--- src/rtl/l12_k_poly_reader.sv ---
// Streams one 256-coefficient polynomial from M1 (32 words x 8 lanes) to the sub/add datapath.
// Latency: first coef_valid 3 cycles after start; 10 cycles per word (ISSUE, WAIT, 8 x STREAM).
// Backpressure: coef_valid holds with data/idx stable until coef_ready; no coefficient is dropped.
//
// Ports:
//   clk, rst_n            clock, asynchronous active-low reset
//   start, abort          stream request (IDLE only) / synchronous return to IDLE
//   M1_RAd, M1_RData      M1 synchronous read port (data one cycle after address)
//   coef_valid/ready      coefficient handshake; coef_data, coef_idx {word,lane}, coef_last
//   busy, done, coef_err  status: not IDLE / 1-cycle completion pulse / sticky >= Q flag
module l12_k_poly_reader #(
    parameter int COEF_W = 12,
    parameter int LANES  = 8,
    parameter int WORDS  = 32,
    parameter int RAD_W  = 5,
    parameter int Q      = 3329
) (
    input  logic                    clk,
    input  logic                    rst_n,
    input  logic                    start,
    input  logic                    abort,
    output logic [RAD_W-1:0]        M1_RAd,
    input  logic [LANES*COEF_W-1:0] M1_RData,
    output logic                    coef_valid,
    input  logic                    coef_ready,
    output logic [COEF_W-1:0]       coef_data,
    output logic [7:0]              coef_idx,
    output logic                    coef_last,
    output logic                    busy,
    output logic                    done,
    output logic                    coef_err
);

    localparam int LANE_W = $clog2(LANES);
    localparam logic [RAD_W-1:0]  LAST_WORD = RAD_W'(WORDS - 1);
    localparam logic [LANE_W-1:0] LAST_LANE = LANE_W'(LANES - 1);
    localparam logic [COEF_W-1:0] Q_C       = COEF_W'(Q);

    typedef enum logic [2:0] {
        S_IDLE,
        S_ISSUE,
        S_WAIT,
        S_STREAM,
        S_DONE
    } state_t;

    state_t                    state_q, state_d;
    logic [RAD_W-1:0]          word_q, word_d;
    logic [LANE_W-1:0]         lane_q, lane_d;
    logic [LANES*COEF_W-1:0]   wbuf_q, wbuf_d;
    logic                      err_q, err_d;
    logic [COEF_W-1:0]         cur_coef;

    // Lane select out of the captured word.
    always_comb begin
        cur_coef = '0;
        for (int i = 0; i < LANES; i++) begin
            if (lane_q == LANE_W'(i)) begin
                cur_coef = wbuf_q[i*COEF_W +: COEF_W];
            end
        end
    end

    always_comb begin
        state_d    = state_q;
        word_d     = word_q;
        lane_d     = lane_q;
        wbuf_d     = wbuf_q;
        err_d      = err_q;
        M1_RAd     = '0;
        coef_valid = 1'b0;
        coef_data  = '0;
        coef_idx   = '0;
        coef_last  = 1'b0;
        busy       = 1'b1;
        done       = 1'b0;

        case (state_q)
            S_IDLE: begin
                busy = 1'b0;
                if (start && !abort) begin
                    state_d = S_ISSUE;
                    word_d  = '0;
                    lane_d  = '0;
                    err_d   = 1'b0;
                end
            end
            S_ISSUE: begin
                M1_RAd  = word_q;
                state_d = S_WAIT;
            end
            S_WAIT: begin
                // Read data for the address issued last cycle is on M1_RData now.
                M1_RAd  = word_q;
                wbuf_d  = M1_RData;
                state_d = S_STREAM;
            end
            S_STREAM: begin
                M1_RAd     = word_q;
                coef_valid = 1'b1;
                coef_data  = cur_coef;
                coef_idx   = {word_q, lane_q};
                coef_last  = (word_q == LAST_WORD) && (lane_q == LAST_LANE);
                if (coef_ready) begin
                    if (cur_coef >= Q_C) begin
                        err_d = 1'b1;
                    end
                    if (lane_q == LAST_LANE) begin
                        lane_d = '0;
                        if (word_q == LAST_WORD) begin
                            word_d  = '0;
                            state_d = S_DONE;
                        end else begin
                            word_d  = word_q + RAD_W'(1);
                            state_d = S_ISSUE;
                        end
                    end else begin
                        lane_d = lane_q + LANE_W'(1);
                    end
                end
            end
            S_DONE: begin
                done    = 1'b1;
                state_d = S_IDLE;
            end
            default: begin
                state_d = S_IDLE;
            end
        endcase

        // Abort wins over any handshake or start in the same cycle; the error flag
        // keeps its pre-abort value.
        if (abort) begin
            state_d = S_IDLE;
            word_d  = '0;
            lane_d  = '0;
            err_d   = err_q;
        end
    end

    assign coef_err = err_q;

    always_ff @(posedge clk or negedge rst_n) begin
        if (!rst_n) begin
            state_q <= S_IDLE;
            word_q  <= '0;
            lane_q  <= '0;
            wbuf_q  <= '0;
            err_q   <= 1'b0;
        end else begin
            state_q <= state_d;
            word_q  <= word_d;
            lane_q  <= lane_d;
            wbuf_q  <= wbuf_d;
            err_q   <= err_d;
        end
    end

endmodule

--- config.mk ---
export PLATFORM = sky130hd
export DESIGN_NAME = l12_k_poly_reader
export DESIGN_NICKNAME = d
export VERILOG_FILES = /design/src/rtl/l12_k_poly_reader.sv
export SDC_FILE = /design/constraint.sdc
export NUM_CORES = 1
export LEC_CHECK = 0
export CORE_ASPECT_RATIO = 0.7
export CORE_MARGIN = 2
export CORE_UTILIZATION = 60
export DETAILED_ROUTE_END_ITERATION = 16
export DONT_BUFFER_PORTS = 1
export PLACE_DENSITY = 0.84
export SYNTH_ARGS = -nofsm -noshare
export SYNTH_HDL_FRONTEND = slang
export SYNTH_SLANG_ARGS = --single-unit
export TNS_END_PERCENT = 30
--- constraint.sdc ---
create_clock -name clk -period 7.1 [get_ports clk]
set_input_delay 1.42 -clock clk [delete_from_list [all_inputs] [get_ports clk]]
set_output_delay 1.42 -clock clk [all_outputs]
set_load 0.005 [all_outputs]
* Word-level counts from Yosys, hierarchy flattened *
Index checks and enable logic that the tools add are counted.

operators by class
  add/sub/neg operators = 2
  order comparisons = 1
  equality and inequality tests = 18
  multiplexer cells = 36
  bitwise operators = 1
  reductions and logical operators = 12

operator list
  cell                                                             number
  12-bit 2-to-1 mux                                                9
  5-bit 2-to-1 mux                                                 6
  3-bit 2-to-1 mux                                                 9
  3-bit == test, second input constant                             5
  3-bit by 2-bit == test with 1-bit output, second input constant  4
  12-bit greater-or-equal comparator, second input constant        1
  3-bit one-hot mux with 4 select lines                            1
  5-bit one-hot mux with 2 select lines                            1
  3-bit != test, second input constant                             3
  8-bit 2-to-1 mux                                                 1
  1-bit 2-to-1 mux                                                 7
  3-bit by 1-bit == test with 1-bit output, second input constant  2
  3-bit logical NOT                                                2
  2-bit != test, second input constant                             3
  3-bit one-hot mux with 2 select lines                            1
  3-bit AND reduction                                              2
  5-bit by 1-bit adder with 5-bit output, second input constant    1
  5-bit == test, second input constant                             1
  5-bit AND reduction                                              1
  4-bit AND reduction                                              1
  3-bit by 1-bit adder with 3-bit output, second input constant    1
  3-bit nonzero test                                               1
  3-bit OR reduction                                               1
  1-bit logical AND                                                2
  4 further kinds                                                  4

word-level totals
  register bits = 108
  bits of input ports = 101
  output and inout port bits = 30
  logic and storage cells = 75

* Depth between registers and ports, before layout *
  depth after elaboration = 13
  mapped depth = 12
  gate-level depth less buffers = 8

* Worst setup path after synthesis *
No wires, ideal clock.

  kind = reg-to-output
  from = register lane_q[2]
  to = output port coef_data[8]
  arrival time = 2.195 ns
  data required time = 5.680 ns
  path slack = 3.485 ns
  stages on the path, launching flop included = 12
  path buffers = 4
  cell sequence = dfrtp_1 > buf_6 > inv_1 > clkbuf_1 > ha_1 > buf_2 > buf_4 > nor3b_1 > o32ai_1 > a21oi_1 > o31ai_1 > and2_1

between the ends
  longest elaborated chain between the ends = 10
  elaborated cells between the ends (all ways) = 17
  classes of those cells = eq/ne (7); mux (9); reduce/logical (1)

RTL lines
  what                            line  RTL
  start: declaration              49    logic [LANE_W-1:0] lane_q, lane_d;
  start signal: assignment        153   lane_q <= lane_d;
  3-bit logical NOT               58    if (lane_q == LANE_W'(i)) begin
  12-bit 2-to-1 mux (7 in a row)  58
  12-bit 2-to-1 mux (*)           58
  12-bit 2-to-1 mux (*)           78    case (state_q)
  end: declaration                26    output logic [COEF_W-1:0] coef_data,

Every way passes the cells marked *; elsewhere a longest branch is shown, timed or not.

* Worst setup path after layout *
  from = register lane_q[2]
  to = output port coef_data[9]

Same word-level chain as after synthesis.

==> metrics.txt <==
# TYPE chip_impl_metric gauge
chip_impl_info{name="worst_setup_path_end_kind",value="output port"} 1
chip_impl_metric{name="die_h",unit="um"} 84.5
chip_impl_info{name="crit_path_top_delay_cell",value="sky130_fd_sc_hd__dfrtp_1"} 1
chip_impl_metric{name="drt-wirelength-per-cell",unit="um"} 21.1
chip_impl_info{name="outcome",value="finished, final reports clean"} 1
chip_impl_info{name="path_delay_family",value="flip-flops"} 1
chip_impl_metric{name="starting_density_of_the_core",unit="%"} 61.5
chip_impl_info{name="post_synth_most_frequent_cells",value="108 x sky130_fd_sc_hd__dfrtp_1, 82 x sky130_fd_sc_hd__mux2_2, 41 x sky130_fd_sc_hd__nand2_1"} 1
chip_impl_metric{name="layout.cell_area.non_filler",unit="sq mm"} 0.00591
chip_impl_info{name="cts_tree",value="yes"} 1
chip_impl_metric{name="io-pin-count",unit=""} 131
chip_impl_metric{name="yosys.cell_types.count",unit=""} 53
chip_impl_metric{name="clk_pin_slew",unit="ps"} 70
chip_impl_info{name="rsz0062_at_grt",value="false"} 1
chip_impl_info{name="cp-start-kind",value="flop"} 1
chip_impl_metric{name="synth_warnings",unit=""} 0
chip_impl_metric{name="required_worst_endpoint",unit="ps"} 5680
chip_impl_metric{name="hold_violations",unit=""} 0
chip_impl_metric{name="post_drt_via_cell_ratio",unit=""} 6.34
chip_impl_metric{name="max-clock-path-buffers",unit=""} 2
chip_impl_metric{name="grt_pass1_vias",unit=""} 3993
chip_impl_metric{name="port-buffer-count",unit=""} 0
chip_impl_metric{name="sequential_cell_area_fraction_in_the_yosys_report",unit="%"} 48.6
chip_impl_metric{name="clkSinkCount",unit=""} 108
chip_impl_metric{name="routabilityCongestion",unit=""} 0.895
chip_impl_metric{name="avgSynthCellArea",unit="sq um"} 10.7
chip_impl_metric{name="design.final.nets",unit=""} 605
chip_impl_metric{name="post_cts_hold_buffer_count",unit=""} 0
chip_impl_metric{name="floorplan.die_area",unit="sq mm"} 0.0101
chip_impl_info{name="grt_busiest_layer",value="met2"} 1
chip_impl_metric{name="met2_track_utilization_from_global_routing",unit="%"} 41.8
chip_impl_metric{name="grt_max_degree",unit=""} 109
chip_impl_metric{name="net_count_after_synthesis",unit=""} 630
chip_impl_metric{name="number_of_detailed_route_iterations_in_the_first_pass",unit=""} 5
chip_impl_metric{name="areaGrowthSynthToFinish",unit="%"} 6.30
chip_impl_metric{name="grt_util_all_layers",unit="%"} 27.2
chip_impl_metric{name="cts_made_buffers",unit=""} 9
chip_impl_metric{name="asyncSetResetFlopFracSynth",unit="%"} 100
chip_impl_metric{name="yosys_register_bits",unit=""} 108
chip_impl_metric{name="number_of_inserted_diodes",unit=""} 0
chip_impl_metric{name="max_cap_viol_count",unit=""} 0
chip_impl_metric{name="ctsHtreeMaxLevel",unit=""} 3
chip_impl_metric{name="cp.depth",unit=""} 7
chip_impl_metric{name="dp_cells",unit=""} 609
chip_impl_metric{name="drtIter0Drc",unit=""} 441
chip_impl_metric{name="grt_pass1_wl",unit="um"} 21100
chip_impl_metric{name="relSlewSlack",unit="%"} 25.1
chip_impl_info{name="synth_top_family_by_area",value="multiplexers"} 1
chip_impl_info{name="synthMostInstantiatedCell",value="sky130_fd_sc_hd__dfrtp_1"} 1
chip_impl_metric{name="finalCriticalPeriod",unit="ps"} 4720
chip_impl_metric{name="drt.antenna.violating_nets",unit=""} 0
chip_impl_metric{name="drt-total-wl",unit="um"} 13200
chip_impl_info{name="synthFlopType",value="sky130_fd_sc_hd__dfrtp_1"} 1
chip_impl_metric{name="met3_usage",unit="%"} 9.04
chip_impl_metric{name="place_area",unit="sq mm"} 0.00554
chip_impl_info{name="dominant_cell_type_by_area_after_synthesis",value="sky130_fd_sc_hd__dfrtp_1"} 1
chip_impl_metric{name="synth_compound_area_share",unit="%"} 14.2
chip_impl_metric{name="critical_path_peak_fanout",unit=""} 20
chip_impl_metric{name="yosys.area_share.adder",unit="%"} 1.80
chip_impl_metric{name="clock_insertion_delay_worst_skew",unit="ps"} 350
chip_impl_metric{name="grt.met1_usage",unit="%"} 37.0
chip_impl_metric{name="pwr_density_cell",unit="mW/mm^2"} 317
chip_impl_info{name="timing_worst_setup_path_type",value="reg2out"} 1
chip_impl_metric{name="initial_antenna_violation_count",unit=""} 0
chip_impl_metric{name="synth.area.mux_share",unit="%"} 16.6
chip_impl_metric{name="cts_post_setup_buffers_inserted",unit=""} 0
chip_impl_metric{name="final.setup_skew",unit="ps"} 4.44
chip_impl_metric{name="synth_largest_type_area_fraction",unit="%"} 48.6
chip_impl_info{name="hold_crit_path_type",value="reg2reg"} 1
chip_impl_metric{name="transition_at_the_pin_with_the_smallest_max_transition_slack",unit="ps"} 1120
chip_impl_metric{name="synth_edf_count",unit=""} 0
chip_impl_metric{name="post_cts_resized",unit=""} 0
chip_impl_metric{name="netlist_instances",unit=""} 521
chip_impl_metric{name="timing.setup.tns",unit="ps"} 0
chip_impl_metric{name="share_of_post_route_cells_with_drive_strength_above_1",unit="%"} 23.0
chip_impl_metric{name="report.final.setup_viol",unit=""} 0
chip_impl_info{name="yosys-top-cells-area",value="sky130_fd_sc_hd__dfrtp_1 49%, sky130_fd_sc_hd__mux2_2 17%, sky130_fd_sc_hd__a21oi_1 3.1%"} 1
chip_impl_metric{name="timing.reg2reg.worst_path_depth",unit=""} 7
chip_impl_metric{name="die_width",unit="um"} 119
chip_impl_metric{name="leakagePower",unit="nW"} 2.42
chip_impl_metric{name="critical_path_buffer_and_inverter_count",unit=""} 1
chip_impl_metric{name="core.rowCount",unit=""} 29
chip_impl_metric{name="post_synthesis_simple_gate_area_fraction",unit="%"} 13.4
chip_impl_metric{name="grt.overflow.total",unit=""} 0
chip_impl_metric{name="setup_slack_on_the_worst_flop_to_flop_path",unit="ps"} 3630
chip_impl_metric{name="worst_hold_path.num_cells",unit=""} 1
chip_impl_metric{name="finalNonFillerCells",unit=""} 625
chip_impl_metric{name="detailed_place_hpwl",unit="um"} 9500
chip_impl_info{name="clk_root_buffer_cell",value="sky130_fd_sc_hd__clkbuf_16"} 1
chip_impl_metric{name="timing.final.max_slew_violations",unit=""} 0
chip_impl_metric{name="coreArea",unit="sq mm"} 0.00903
chip_impl_metric{name="max_freq",unit="MHz"} 212
chip_impl_info{name="path_cells",value="inv_1 -> ha_1 -> or2_1 -> a211oi_1 -> o22ai_1 -> a31oi_1 -> and2_1"} 1
chip_impl_metric{name="syn-cell-area",unit="sq mm"} 0.00556
chip_impl_metric{name="fillers",unit=""} 688
chip_impl_metric{name="finalCritPeriodShare",unit="%"} 66.4
chip_impl_metric{name="power",unit="mW"} 1.87
chip_impl_metric{name="route.detailed.drc",unit=""} 0
chip_impl_metric{name="routed-via-count",unit=""} 3964
chip_impl_metric{name="vdd_ir_drop_max",unit="mV"} 0.198
chip_impl_metric{name="crit_arrival",unit="ps"} 3300
chip_impl_metric{name="critical_path.max_stage_delay",unit="ps"} 750
chip_impl_metric{name="synth_xor_xnor_area_share",unit="%"} 0.315
## registers in the layout, summed over array words and instances (netlist names)
signal    cells
coef_err      1
lane_q        3
state_q       3
wbuf_q       96
word_q        5
## cell type report
cell class	instances	area (sq um)	area share, %
clock inverters	7	145	2.46
well taps	124	155	2.63
inverters	20	75.1	1.27
multi-input cells	354	2580	43.7
repair buffers	3	22.5	0.381
clock buffers	9	225	3.81
flip-flops and latches	108	2700	45.7
## power by group
group / internal (mW) / switching [mW] / leakage, nW
logic: 0.202 / 0.151 / 0.945
clock network: 0.383 / 0.224 / 0.177
registers: 0.794 / 0.120 / 1.30
total: 1.38 / 0.495 / 2.42
## final timing paths
path,startpoint,endpoint
hold / removal,wbuf_q[73],wbuf_q[73]
setup / recovery,lane_q[2],coef_data[9]
min in group asynchronous,rst_n,wbuf_q[25]
hold reg to reg,wbuf_q[73],wbuf_q[73]
max in group asynchronous,rst_n,wbuf_q[57]
setup reg to reg,lane_q[2],coef_err
## stage by stage
step           setup WS, ps  hold WS (ps)  utilization [%]
3_5_place_dp           2830           491             61.3
2_1_floorplan          3490           472                -
4_1_cts                2440           506             65.4
3_3_place_gp           2960           491             61.3
6_report               2380           503             65.4
5_1_grt                2170           531             65.4
## per-layer routing
metal | up-vias | share of wire (%)
met4 | 0 | 1.5
met1 | 1983 | 43
met3 | 19 | 8.9
met5 | - | 0
li1 | 1793 | -
met2 | 169 | 46
## cells by family after synthesis
| group | after synthesis |
|---|---|
| mux | 82 |
| fa+ha+maj | 8 |
| simple gates | 146 |
| compound gates | 116 |
| flops | 108 |
| buf+inv | 59 |
| xor+xnor | 2 |
## placed cells by master (no fill, tap or decap), types with 9 or more instances in the layout
cell type	instances
sky130_fd_sc_hd__and2_1	17
sky130_fd_sc_hd__mux2_2	82
sky130_fd_sc_hd__a21oi_1	34
sky130_fd_sc_hd__dfrtp_1	108
sky130_fd_sc_hd__inv_1	19
sky130_fd_sc_hd__nor2_1	34
sky130_fd_sc_hd__nand2_1	41
sky130_fd_sc_hd__o21ai_0	24
sky130_fd_sc_hd__nand3b_1	9
sky130_fd_sc_hd__nor2b_1	13
sky130_fd_sc_hd__clkbuf_16	9
No activity file was read; power rests on OpenSTA's default activity.
